$ cat config.mk
export PLATFORM = sky130hd
export DESIGN_NAME = fir_decimator_out
export DESIGN_NICKNAME = d
export VERILOG_FILES = /design/src/rtl/fir_decimator_out.sv
export SDC_FILE = /design/constraint.sdc
export NUM_CORES = 1
export LEC_CHECK = 0
export BUFFER_PORTS_ARGS = -buffer_cell sky130_fd_sc_hd__buf_2
export CORE_MARGIN = 4
export CORE_UTILIZATION = 66
export CTS_BUF_LIST = sky130_fd_sc_hd__clkbuf_4
export DETAILED_ROUTE_END_ITERATION = 10
export MAX_ROUTING_LAYER = met4
export PLACE_DENSITY = 0.89
export SYNTH_ARGS = -nofsm -noshare
export SYNTH_HDL_FRONTEND = slang
export SYNTH_SLANG_ARGS = --single-unit
$ cat constraint.sdc
create_clock -name clk_i -period 4.7 [get_ports clk_i]
set_input_delay 0.47 -clock clk_i [delete_from_list [all_inputs] [get_ports clk_i]]
set_output_delay 0.47 -clock clk_i [all_outputs]
set_load 0.02 [all_outputs]
$ cat src/rtl/fir_decimator_out.sv
// Decimating output stage for the symmetric FIR: keeps one sample in DECIM,
// rounds/saturates to OUT_WIDTH and buffers results in a show-ahead FIFO.
module fir_decimator_out #(
  parameter int IN_WIDTH   = 22,
  parameter int OUT_WIDTH  = 12,
  parameter int SHIFT      = 7,
  parameter int DECIM      = 4,
  parameter int FIFO_DEPTH = 4
) (
  input  logic                                 clk_i,
  input  logic                                 rst_i,
  input  logic                                 clear_i,
  input  logic                                 en_i,
  input  logic signed [IN_WIDTH-1:0]           signal_i,
  output logic                                 m_valid_o,
  input  logic                                 m_ready_i,
  output logic signed [OUT_WIDTH-1:0]          m_data_o,
  output logic [$clog2(FIFO_DEPTH+1)-1:0]      level_o,
  output logic                                 sat_o,
  output logic                                 ovf_o
);

  localparam int PHASE_W = (DECIM > 1) ? $clog2(DECIM) : 1;
  localparam int PTR_W   = $clog2(FIFO_DEPTH);
  localparam int LVL_W   = $clog2(FIFO_DEPTH + 1);

  localparam logic signed [IN_WIDTH:0] ROUND   = (IN_WIDTH+1)'(2 ** (SHIFT - 1));
  localparam logic signed [IN_WIDTH:0] MAX_OUT = (IN_WIDTH+1)'(2 ** (OUT_WIDTH - 1) - 1);
  localparam logic signed [IN_WIDTH:0] MIN_OUT = -MAX_OUT - (IN_WIDTH+1)'(1);

  logic [PHASE_W-1:0]          phase;
  logic                        stage_valid;
  logic signed [OUT_WIDTH-1:0] stage_data;
  logic [OUT_WIDTH-1:0]        mem [FIFO_DEPTH];
  logic [PTR_W-1:0]            wr_ptr;
  logic [PTR_W-1:0]            rd_ptr;
  logic [PTR_W-1:0]            rd_next;
  logic [LVL_W-1:0]            level;
  logic [LVL_W-1:0]            remaining;

  logic signed [IN_WIDTH:0]    rounded;
  logic signed [IN_WIDTH:0]    shifted;
  logic signed [OUT_WIDTH-1:0] scaled;
  logic                        scaled_sat;
  logic signed [OUT_WIDTH-1:0] head_next;
  logic                        kept;
  logic                        push;
  logic                        pop;

  // One extra bit of headroom so the rounding offset can never wrap.
  always_comb begin
    rounded    = {signal_i[IN_WIDTH-1], signal_i} + ROUND;
    shifted    = rounded >>> SHIFT;
    scaled     = shifted[OUT_WIDTH-1:0];
    scaled_sat = 1'b0;
    if (shifted > MAX_OUT) begin
      scaled     = {1'b0, {(OUT_WIDTH-1){1'b1}}};
      scaled_sat = 1'b1;
    end else if (shifted < MIN_OUT) begin
      scaled     = {1'b1, {(OUT_WIDTH-1){1'b0}}};
      scaled_sat = 1'b1;
    end
  end

  assign kept      = en_i && (phase == '0);
  assign pop       = (level != '0) && m_ready_i;
  assign push      = stage_valid && ((level < LVL_W'(FIFO_DEPTH)) || pop);
  assign rd_next   = rd_ptr + PTR_W'(pop);
  assign remaining = level - LVL_W'(pop);

  // m_data_o is registered: it shows the head as it will be after this edge,
  // and holds its previous value once the FIFO drains.
  always_comb begin
    head_next = m_data_o;
    if (remaining != '0) begin
      head_next = mem[rd_next];
    end else if (push) begin
      head_next = stage_data;
    end
  end

  always_ff @(posedge clk_i or posedge rst_i) begin
    if (rst_i) begin
      phase       <= '0;
      stage_valid <= 1'b0;
      stage_data  <= '0;
      wr_ptr      <= '0;
      rd_ptr      <= '0;
      level       <= '0;
      sat_o       <= 1'b0;
      ovf_o       <= 1'b0;
      m_data_o    <= '0;
      for (int i = 0; i < FIFO_DEPTH; i++) mem[i] <= '0;
    end else if (clear_i) begin
      phase       <= '0;
      stage_valid <= 1'b0;
      stage_data  <= '0;
      wr_ptr      <= '0;
      rd_ptr      <= '0;
      level       <= '0;
      sat_o       <= 1'b0;
      ovf_o       <= 1'b0;
      m_data_o    <= '0;
      for (int i = 0; i < FIFO_DEPTH; i++) mem[i] <= '0;
    end else begin
      if (en_i) begin
        phase <= (phase == PHASE_W'(DECIM - 1)) ? '0 : phase + PHASE_W'(1);
      end
      stage_valid <= kept;
      if (kept) begin
        stage_data <= scaled;
      end
      if (kept && scaled_sat) begin
        sat_o <= 1'b1;
      end
      if (push) begin
        mem[wr_ptr] <= stage_data;
        wr_ptr      <= wr_ptr + PTR_W'(1);
      end
      if (stage_valid && !push) begin
        ovf_o <= 1'b1;
      end
      if (pop) begin
        rd_ptr <= rd_next;
      end
      level    <= level + LVL_W'(push) - LVL_W'(pop);
      m_data_o <= head_next;
    end
  end

  assign m_valid_o = (level != '0);
  assign level_o   = level;

endmodule

; Yosys cells after proc, flatten, opt, wreduce, memory -nomap -nowiden
; Index checks and enable logic that the tools add are counted.
; W data, S select, Z words.
[word_totals]
register_bits = 84
word_cells = 77
out_inout_bits = 18
inputBits = 27
[classes]
bitwise = 2
order_cmp = 6
mux = 30
n_eq_ne = 1
add_sub_neg = 7
reduce_logical = 18
[ops]
columns = operator, n
row1 = $mux W12, 10
row2 = $mux W48, 2
row3 = $bwmux W48, 1
row4 = $bmux W12 S2, 1
row5 = $demux W12 S2, 1
row6 = $add A22 B8 Y23 const B, 1
row7 = $gt A16 B12 Y1 const B, 1
row8 = $lt A16 B12 Y1 const B, 1
row9 = $mux W2, 7
row10 = $reduce_bool A2 Y1, 6
row11 = $reduce_bool A3 Y1, 3
row12 = $mux W1, 7
row13 = $ge A3 B3 Y1 const B, 2
row14 = $logic_and A1 B1 Y1, 6
row15 = $not A2 Y3, 2
row16 = $sub A3 B1 Y3, 2
row17 = $add A2 B1 Y2 const B, 2
row18 = $add A3 B1 Y3, 1
row19 = $lt A3 B1 Y1 const B, 1
row20 = $lt A3 B3 Y1 const B, 1
row21 = $mux W3, 1
row22 = $add A2 B1 Y2, 1
row23 = $eq A2 B2 Y1 const B, 1
row24 = $logic_not A2 Y1, 1
row25 = 2 further kinds, 2

; Depth between registers and ports, before layout
; Gate-level depths: netlist of the first run.
[logic_depth]
word_depth = 9
mapped_depth = 14
ltp_nobuf = 12

; Worst setup path before layout of the first run
; OpenSTA, ideal clock, no wires.
[synth_path]
path_kind = flip-flop to flip-flop
start = register level[1] (netlist: level_o[1])
end = register m_data_o[0]
slack_ps = 1891
synth_period_minus_slack_ps = 2809
path_buffers = 1
path_stages_with_launch = 9
setup_ps = 147
t_arrival_ps = 2662
cell_sequence = dfrtp_1 > or3_1 > and2_1 > ha_1 > xnor2_1 > buf_4 > mux4_2 > nor2_1 > a311oi_1
[synth_between]
elab_chain_cells = 9
[synth_rtl]
columns = element, line_no
row1 = start: declaration, 38  ; logic [LVL_W-1:0] level;
row2 = start signal: assignment, 126  ; level <= level + LVL_W'(push) - LVL_W'(pop);
row3 = $reduce_bool A3 Y1 (*), n/a
row4 = via m_valid_o, 15  ; output logic m_valid_o,
row5 = $logic_and A1 B1 Y1 (*), 66  ; assign pop = (level != '0) && m_ready_i;
row6 = $add A2 B1 Y2, 68  ; assign rd_next = rd_ptr + PTR_W'(pop);
row7 = $not A2 Y3 (not written as such), 76  ; head_next = mem[rd_next];
row8 = $bmux W12 S2, 76
row9 = $mux W12 (not written as such) (2 in series), 76
row10 = $mux W12, 75  ; if (remaining != '0) begin
row11 = $mux W12, 94  ; end else if (clear_i) begin
row12 = end signal: assignment, 127  ; m_data_o <= head_next;
row13 = end: declaration, 17  ; output logic signed [OUT_WIDTH-1:0] m_data_o,
; Mark *: on every way through the listed nets, which the timed path passes. The rest lies on a longest branch. The select of a mux whose other input is x is not followed.
; A chain may end at the register's enable or synchronous reset.

; Worst setup path in the final report of the first run
[layout_path]
start = register level[1] (netlist: level_o[1])
end = register m_data_o[9]
[layout_between]
elab_chain_cells = 9
[layout_rtl]
columns = element, line_no
row1 = $reduce_bool A3 Y1, 66
row2 = $logic_and A1 B1 Y1, 66
row3 = $add A2 B1 Y2, 68
row4 = $not A2 Y3 (not written as such), 76
row5 = $bmux W12 S2, 76
row6 = $mux W12 (not written as such) (2 in series), 76
row7 = $mux W12, 75
row8 = $mux W12, 94
; Several ways; a longest one is shown, not always the timed one. The select of a mux whose other input is x is not followed.

==> flow_summary.json, run 1 <==
{
  "vias": 3274,
  "drt_iter0_drc": 313,
  "initial_core_util_pct": 67.6,
  "syn_nets": 487,
  "dpl_worst_slack_ns": 1.57,
  "maxSlewHeadroom_pct": 27.0,
  "min_path_type": "input pin to asynchronous set/reset pin",
  "die_y_um": 88.7,
  "final_net_count": 513,
  "htree_num_levels": 3,
  "cts_resized": 0,
  "first_pass_iters": 4,
  "fin_worst_skew_ns": 0.0215,
  "endpoint_kind": "flip-flop",
  "synth_area_per_cell_um2": 9.58,
  "gr-usage-all-layers_pct": 25.3,
  "cts_buffers": 9,
  "clkSlewWorstSetupHoldPaths_ns": 0.13,
  "insertedDiodeCount": 0,
  "clockRootBuffer": "clkbuf_4",
  "crit_type": "flip-flop to flip-flop",
  "io_pins": 45,
  "stdcell_count": 556,
  "synthCells": 448,
  "numClockSinks": 84,
  "grt_pass1_wl_mm": 14.8,
  "timing.final.crit_share_pct": 65.9,
  "rows": 29,
  "drive_above_1_share_pct": 18.4,
  "p_int_mw": 1.17,
  "max_freq_mhz": 323,
  "ir_worst_vdd_v": 0.000646,
  "status": "complete, no violations",
  "avgRoutedWirePerCell_um": 15.7,
  "cts_setup_buffers": 0,
  "p_clk_share_pct": 22.2,
  "place.gp.congestion": 0.848,
  "ant_nets": 0,
  "clock_latency_ns": 0.44,
  "min_period_ns": 3.10,
  "fin_ws_ns": 1.60,
  "switching_power_uw": 661,
  "leakagePower_nw": 2.04,
  "clockBufferDepth": 2,
  "portBuffers": 38,
  "crit_arrival_ns": 3.39,
  "startpoint_type": "flip-flop",
  "tightest_slew_ns": 1.09,
  "fin_util_pct": 73.0,
  "seq_area_frac_synth_pct": 49.0,
  "grt_max_degree": 74,
  "rsz0062_at_grt": "no",
  "drcViolationCount": 0,
  "die_x_um": 88.7,
  "area_growth_pct": 7.93,
  "coreArea_um2": 6350,
  "overflow": 0,
  "power_density_nw_per_um2": 396,
  "fillerInstances": 451,
  "via_per_inst": 5.89,
  "synth.distinct_cells": 42,
  "drt_wl_total_mm": 8.72,
  "grt_pass1_vias": 3189,
  "ys_ff_latch": 84,
  "hold_buffers": 0,
  "design.die.area_um2": 7860,
  "hold_viol_final": 0,
  "p_total_mw": 1.84,
  "crit_required_ns": 4.99,
  "tritoncts": "built",
  "seq_power_share_pct": 46.0,
  "final_max_slew_viol_count": 0,
  "grt_antenna_before_repair": 0,
  "setup_violations": 0,
  "reg2reg_depth": 7,
  "swShare_pct": 36.0,
  "combPwrFrac_pct": 31.8,
  "drv_cap": 0,
  "yosys_warnings": 0,
  "dp_hpwl_mm": 6.00,
  "dpl.cell_count": 540,
  "synth_area_um2": 4290,
  "fin_tns_setup_ns": 0,
  "cp_max_fo": 12
}
[layout make-up]
type	instances	area [µm²]	share of cell area (%)
Clock buffer	9	67.6	1.46
Tap cell	77	96.3	2.08
Timing Repair Buffer	41	213	4.59
Clock inverter	7	67.6	1.46
Inverter	13	50.0	1.08
Multi-Input combinational cell	325	2040	44.0
Sequential cell	84	2100	45.4
[worst max-delay path: stages, from the launching register on]
cell and delay (ns):
dfrtp_1 0.48, or3_1 0.38, and2_1 0.24, ha_1 0.25, xnor2_2 0.81, mux4_2 0.63
nor2_1 0.11, a311oi_1 0.05
[path summary, 6_finish.rpt]
check                        startpoint        endpoint  slack, ns
hold reg to reg                 mem[15]         mem[15]       0.53
hold / removal                    rst_i         mem[11]       0.03
setup / recovery             level_o[1]     m_data_o[9]       1.60
max in group asynchronous         rst_i         mem[29]       3.64
setup reg to reg             level_o[1]     m_data_o[9]       1.60
min in group clk_i         signal_i[21]  stage_data[11]       0.37
[kinds of logic (layout without fill, tap and decap cells)]
| logic type | after synthesis | count (layout) | share of synthesized area, % |
|---|---|---|---|
| AOI/OAI and AO/OA | 81 | 81 | 12.7 |
| xor gates and xnor gates | 19 | 19 | 3.88 |
| adders and majority gates | 12 | 12 | 3.67 |
| buffers and inverters | 39 | 70 | 3.88 |
| DFF | 84 | 84 | 49.0 |
| muxes | 15 | 15 | 7.00 |
| and+or+nand+nor | 198 | 198 | 19.9 |
[synth_stat cells (all sizes together)]
master | number | area [µm²]
o31ai | 2 | 20.0
clkbuf | 21 | 78.8
a31oi | 1 | 6.26
o21ai | 3 | 15.0
nor2b | 1 | 6.26
or2 | 1 | 6.26
nor3 | 3 | 25.0
fa | 1 | 20.0
o311ai | 1 | 8.76
nand2 | 147 | 552
ha | 11 | 138
nor3b | 1 | 7.51
and3 | 4 | 25.0
nand3 | 3 | 15.0
or3 | 2 | 12.5
dfrtp | 84 | 2100
mux4 | 12 | 270
nand4 | 5 | 52.6
a311oi | 12 | 105
and2 | 2 | 12.5
inv | 13 | 48.8
buf | 5 | 38.8
a31o | 1 | 8.76
nor4 | 1 | 21.3
and4 | 1 | 8.76
xor2 | 10 | 87.6
xnor2 | 9 | 78.8
o211ai | 11 | 133
nand2b | 1 | 6.26
and3b | 1 | 8.76
nor2 | 25 | 93.8
mux2i | 3 | 30.0
a21oi | 50 | 250
[sequential cells by signal, summed over array words and instances (netlist names)]
register / count
stage_data: 12
m_data_o: 12
mem: 48
stage_valid: 1
level_o: 3
ovf_o: 1
wr_ptr: 2
rd_ptr: 2
sat_o: 1
phase: 2
[cell usage in the layout, fill, tap and decap left out, types with 2 or more instances in the layout]
cell and instances:
xor2_1 10, nor3_2 2, nor2_1 25, clkinv_1 2
a21oi_1 50, a311oi_1 12, buf_2 38, dfrtp_1 84
and2_1 2, mux4_2 12, clkbuf_4 9, ha_1 11
xnor2_1 8, nand4_1 3, nand2_1 147, buf_4 3
o211ai_2 10, inv_1 12, or3_1 2, and3_1 4
o21ai_0 2, clkinv_4 2, clkinv_2 2, mux2i_1 3
nand3_1 3
[per-layer routing]
| layer | up-vias | GRT usage, % | routed length (µm) |
|---|---|---|---|
| met3 | 14 | 2.79 | 488 |
| met4 | 0 | 9.34 | 129 |
| li1 | 1581 | - | - |
| met1 | 1579 | 32.9 | 3770 |
| met5 | - | - | 0 |
| met2 | 100 | 41.2 | 4330 |
[stage by stage]
| step | area, µm² | hold WS [ns] |
|---|---|---|
| finish | 4630 | 0.0291 |
| detailed placement | 4500 | 0.495 |
| CTS | 4630 | 0.0341 |
| global placement | 4500 | 0.480 |
| global route | 4630 | 0.0650 |
| floorplan | 4290 | 0.493 |
[power by group through the flow]
stage / clock network, mW / registers, mW / logic [mW]
2_1_floorplan: 0 / 0.890 / 0.397
3_3_place_gp: 0 / 0.853 / 0.566
3_5_place_dp: 0 / 0.858 / 0.588
4_1_cts: 0.410 / 0.844 / 0.589
5_1_grt: 0.439 / 0.854 / 0.655
6_report: 0.407 / 0.845 / 0.584
Power figures use the tool's default switching activity.
==> run 2: changes to the inputs <==
- CORE_UTILIZATION: 66 -> 61
- PLACE_DENSITY: 0.89 -> 0.83
- clock period: 4.7 -> 3 ns (I/O delays scaled with it)
==> run 2 against run 1 <==
Net effect: critical path depth up 1; largest cell class unchanged; sequential power up 56%; utilization down 2.8 points; highest routed layer unchanged; die area up 7.4%; critical endpoint is now m_data_o[1]; non-clock buffer count up 6; register-to-register slack worse by 1.3 ns.
==> flow_summary.json, run 2 (synthesis results as in run 1) <==
{
  "via_per_inst": 5.75,
  "drive_above_1_share_pct": 19.6,
  "final_net_count": 519,
  "maxSlewHeadroom_pct": 42.3,
  "rsz0062_at_grt": "no",
  "reg2reg_depth": 8,
  "crit_arrival_ns": 2.96,
  "timing.final.crit_share_pct": 89.5,
  "clockRootBuffer": "clkbuf_4",
  "initial_core_util_pct": 62.8,
  "min_path_type": "input pin to flip-flop",
  "reg2reg_setup_slack_ns": 0.32,
  "grt_pass1_vias": 3138,
  "setup_violations": 0,
  "die_y_um": 91.9,
  "ir_worst_vdd_v": 0.000274,
  "endpoint_kind": "flip-flop",
  "layout.cells.most_common_list": "nand2_1 (147), dfrtp_1 (84), a21oi_1 (50)",
  "area_growth_pct": 11.7,
  "fin_worst_skew_ns": 0.0193,
  "rows": 30,
  "drt_wl_total_mm": 8.79,
  "crit_type": "flip-flop to flip-flop",
  "overflow": 0,
  "final_common_cell": "nand2_1",
  "slowest_stage": "mux4_2",
  "tritoncts": "built",
  "htree_num_levels": 3,
  "crit_required_ns": 3.27,
  "cp_max_fo": 12,
  "cts_buffers": 9,
  "drv_cap": 0,
  "numClockSinks": 84,
  "path_cells": "or3_1 -> and2_1 -> ha_1 -> xnor2_2 -> buf_4 -> mux4_2 -> nor2_1 -> a311oi_1",
  "tightest_slew_ns": 0.865,
  "final_max_slew_viol_count": 0,
  "leakagePower_nw": 2.11,
  "coreArea_um2": 6830,
  "ant_nets": 0,
  "cts_setup_buffers": 0,
  "portBuffers": 38,
  "place.gp.congestion": 0.803,
  "status": "complete, no violations",
  "die_x_um": 91.9,
  "io_pins": 45,
  "grt_max_degree": 72,
  "drcViolationCount": 0,
  "startpoint_type": "flip-flop",
  "clock_latency_ns": 0.43,
  "vias": 3342,
  "design.die.area_um2": 8440,
  "hold_end": "phase[0]",
  "p_total_mw": 3.16,
  "hold_path_depth": 3,
  "min_period_ns": 2.68,
  "hold_viol_final": 0,
  "reg2reg_to": "m_data_o[1]",
  "gr-usage-all-layers_pct": 22.7,
  "grt_antenna_before_repair": 0,
  "clkSlewWorstSetupHoldPaths_ns": 0.13,
  "grt_pass1_wl_mm": 15.1,
  "largest_reg_flops": 48,
  "drt_iter0_drc": 254,
  "largest-register": "mem",
  "fillerInstances": 530,
  "timing.rr.start": "level_o[1]",
  "slowest_delay_ns": 0.55,
  "max_freq_mhz": 373,
  "clockBufferDepth": 2,
  "first_pass_iters": 5,
  "cts_resized": 0,
  "reg_top3": "mem x48, m_data_o x12, stage_data x12",
  "avgRoutedWirePerCell_um": 15.1,
  "fin_tns_setup_ns": 0,
  "power_density_nw_per_um2": 659,
  "hp-start": "en_i",
  "insertedDiodeCount": 0,
  "dp_hpwl_mm": 6.30
}
[run 2: critical path, delay by kind of cell (launching register included)]
kind,cells,cell delay [ns]
xor gates and xnor gates,1,0.13
buffers and inverters,1,0.26
DFF,1,0.48
AOI/OAI and AO/OA,1,0.07
and+or+nand+nor,3,0.80
muxes,1,0.55
adders and majority gates,1,0.25
[run 2: worst max path at each step]
stage,endpoint,start,depth (start not counted),slack [ns]
finish,m_data_o[1],level_o[1],8,0.32
global route,m_data_o[1],level_o[1],8,0.17
CTS,m_data_o[1],level_o[1],8,0.31
detailed placement,m_data_o[1],level_o[1],8,0.37
global placement,m_data_o[0],level_o[1],8,0.50
floorplan,m_data_o[0],level_o[1],8,0.19
[run 2: per-stage QoR]
step                setup WS [ns]  instances  hold slack, ns  area [µm²]  util, %
finish                      0.316        581           0.191        4790     70.2
CTS                         0.308        581           0.191        4790     70.2
floorplan                   0.191        448           0.461        4290        -
global placement            0.496        564           0.408        4570     66.9
global route                0.172        581           0.220        4790     70.2
detailed placement          0.372        564           0.409        4570     66.9
[run 2: area by class of cell]
type	count	area, µm²	area share [%]
timing repair buffer	47	273	5.69
clock inverter	6	136	2.85
inverter	13	50.0	1.04
multi-input combinational	325	2040	42.5
tap	96	120	2.51
sequential	84	2100	43.9
clock buffer	10	75.1	1.57
[run 2: repair_timing]
action	in CTS	in global routing
setup endpoints to repair	0	0
hold buffers	1	0
hold endpoints to repair	38	0
[run 2: where the power goes]
part	internal [mW]	switching (mW)	total, mW	leakage [nW]
Combinational	0.375	0.567	0.942	0.847
Clock	0.517	0.383	0.899	0.107
Sequential	1.23	0.0906	1.32	1.15
Total	2.12	1.04	3.16	2.11
[run 2: metal layers]
layer,track usage (%),part of all wire [%],vias to the layer above
met4,7.18,1.6,0
met5,-,0,-
met2,35.6,48,104
met3,2.46,4.8,15
met1,31.7,46,1636
li1,-,-,1587
==> run 3: changes to the inputs <==
- MAX_ROUTING_LAYER: met4 -> not set
==> run 3 against run 2 <==
Net effect: combinational power about the same; critical path depth unchanged; total power about the same; worst hold slack better by 0.0042 ns; sequential share of layout area unchanged; global-route usage down 0.63 points; via count down 0.24%; register-to-register slack better by 0.02 ns; sequential power about the same; first-iteration DRC count up 3.5%; clock power about the same; final cell count unchanged; largest power group unchanged; highest routed layer unchanged.
==> flow_summary.json, run 3 (synthesis results as in run 1) <==
{
  "tightest_slew_ns": 0.870,
  "clockBufferDepth": 2,
  "final_net_count": 519,
  "cts_buffers": 9,
  "postPlaceCellArea_um2": 4570,
  "clock_latency_ns": 0.42,
  "insertedDiodeCount": 0,
  "timing.final.crit_share_pct": 88.9,
  "die_y_um": 91.9,
  "hold_viol_final": 0,
  "drt_iter0_drc": 263,
  "dr_wl_met3_um": 558,
  "fin_util_pct": 70.2,
  "cp_max_fo": 12,
  "dp_hpwl_mm": 6.30,
  "leakagePower_nw": 2.11,
  "drt_wl_total_mm": 8.77,
  "tritoncts": "built",
  "crit_arrival_ns": 2.94,
  "drcViolationCount": 0,
  "grt_max_degree": 72,
  "endpoint_kind": "flip-flop",
  "min_path_type": "input pin to flip-flop",
  "ir_worst_vdd_v": 0.000272,
  "grt_pass1_vias": 3130,
  "clkSlewWorstSetupHoldPaths_ns": 0.13,
  "portBuffers": 38,
  "first_pass_iters": 6,
  "place.gp.congestion": 0.791,
  "wl_met2_mm": 4.19,
  "hold_slack_ns": 0.195,
  "fillerInstances": 530,
  "reg_top3": "mem x48, m_data_o x12, stage_data x12",
  "drv_cap": 0,
  "final_max_slew_viol_count": 0,
  "dpl_worst_slack_ns": 0.372,
  "startpoint_type": "flip-flop",
  "numClockSinks": 84,
  "rows": 30,
  "design.die.area_um2": 8440,
  "ant_nets": 0,
  "largest-register": "mem",
  "fin_tns_setup_ns": 0,
  "final_common_cell": "nand2_1",
  "grt_antenna_before_repair": 0,
  "maxSlewHeadroom_pct": 42.0,
  "layout.cells.most_common_list": "nand2_1 (147), dfrtp_1 (84), a21oi_1 (50)",
  "met1_length_mm": 3.89,
  "vias": 3334,
  "overflow": 0,
  "final_area_um2": 4790,
  "clockRootBuffer": "clkbuf_4",
  "gr-usage-all-layers_pct": 22.1,
  "drive_above_1_share_pct": 19.6,
  "setup_violations": 0,
  "die_x_um": 91.9,
  "grt_pass1_wl_mm": 15.2,
  "htree_num_levels": 3,
  "max_freq_mhz": 375,
  "highest_layer": "met4",
  "crit_type": "flip-flop to flip-flop",
  "via_per_inst": 5.74,
  "largest_reg_flops": 48,
  "fin_ws_ns": 0.334,
  "rsz0062_at_grt": "no",
  "crit_required_ns": 3.27,
  "status": "complete, no violations",
  "fin_worst_skew_ns": 0.0161,
  "io_pins": 45,
  "coreArea_um2": 6830,
  "avgRoutedWirePerCell_um": 15.1,
  "initial_core_util_pct": 62.8,
  "min_period_ns": 2.67,
  "area_growth_pct": 11.7,
  "power_density_nw_per_um2": 659
}
run 3: per-stage QoR:
step	total power [mW]	instances
final	3.16	581
after detailed placement	2.28	564
after global placement	2.22	564
after CTS	3.16	581
after global routing	3.34	581
after floorplan	2.02	448
run 3: worst paths after layout:
kind                            startpoint             to  slack [ns]  cells after the start
max in group asynchronous            rst_i  stage_data[0]        1.86                      4
worst max register to register  level_o[1]    m_data_o[1]        0.33                      8
worst max-delay path            level_o[1]    m_data_o[1]        0.33                      8
worst min register to register       ovf_o          ovf_o        0.52                      2
min in group asynchronous            rst_i      wr_ptr[0]        0.49                      3
worst min-delay path                  en_i       phase[0]        0.20                      3
run 3: layout make-up:
cell class / instances / area (µm²) / share of cell area, %
sequential: 84 / 2100 / 43.9
clock buffer: 10 / 75.1 / 1.57
inverter: 13 / 50.0 / 1.04
tap: 96 / 120 / 2.51
clock inverter: 6 / 136 / 2.85
timing repair buffer: 47 / 273 / 5.69
multi-input combinational: 325 / 2040 / 42.5
run 3: routing by layer:
layer	GRT usage (%)	vias to the layer above
met4	7.18	0
met2	35.6	134
met1	31.7	1602
met3	2.46	11
li1	-	1587
met5	0	-
run 3: where the power goes:
group / leakage, nW / internal [mW] / switching, mW
Combinational: 0.847 / 0.375 / 0.564
Sequential: 1.15 / 1.23 / 0.0907
Clock: 0.107 / 0.517 / 0.382
Total: 2.11 / 2.12 / 1.04
run 3: timing repair:
action                    4_1_cts  5_1_grt
hold buffers                    1        0
buffers inserted                0        0
gates resized for setup         0        0
hold endpoints to repair       38        0
run 3: worst max-delay path, cell delays in order (launching register included):
cell and delay, ns:
dfrtp_1 0.48, or3_1 0.39, and2_1 0.24, ha_1 0.25, xnor2_2 0.13, buf_4 0.26
mux4_2 0.55, nor2_1 0.15, a311oi_1 0.07
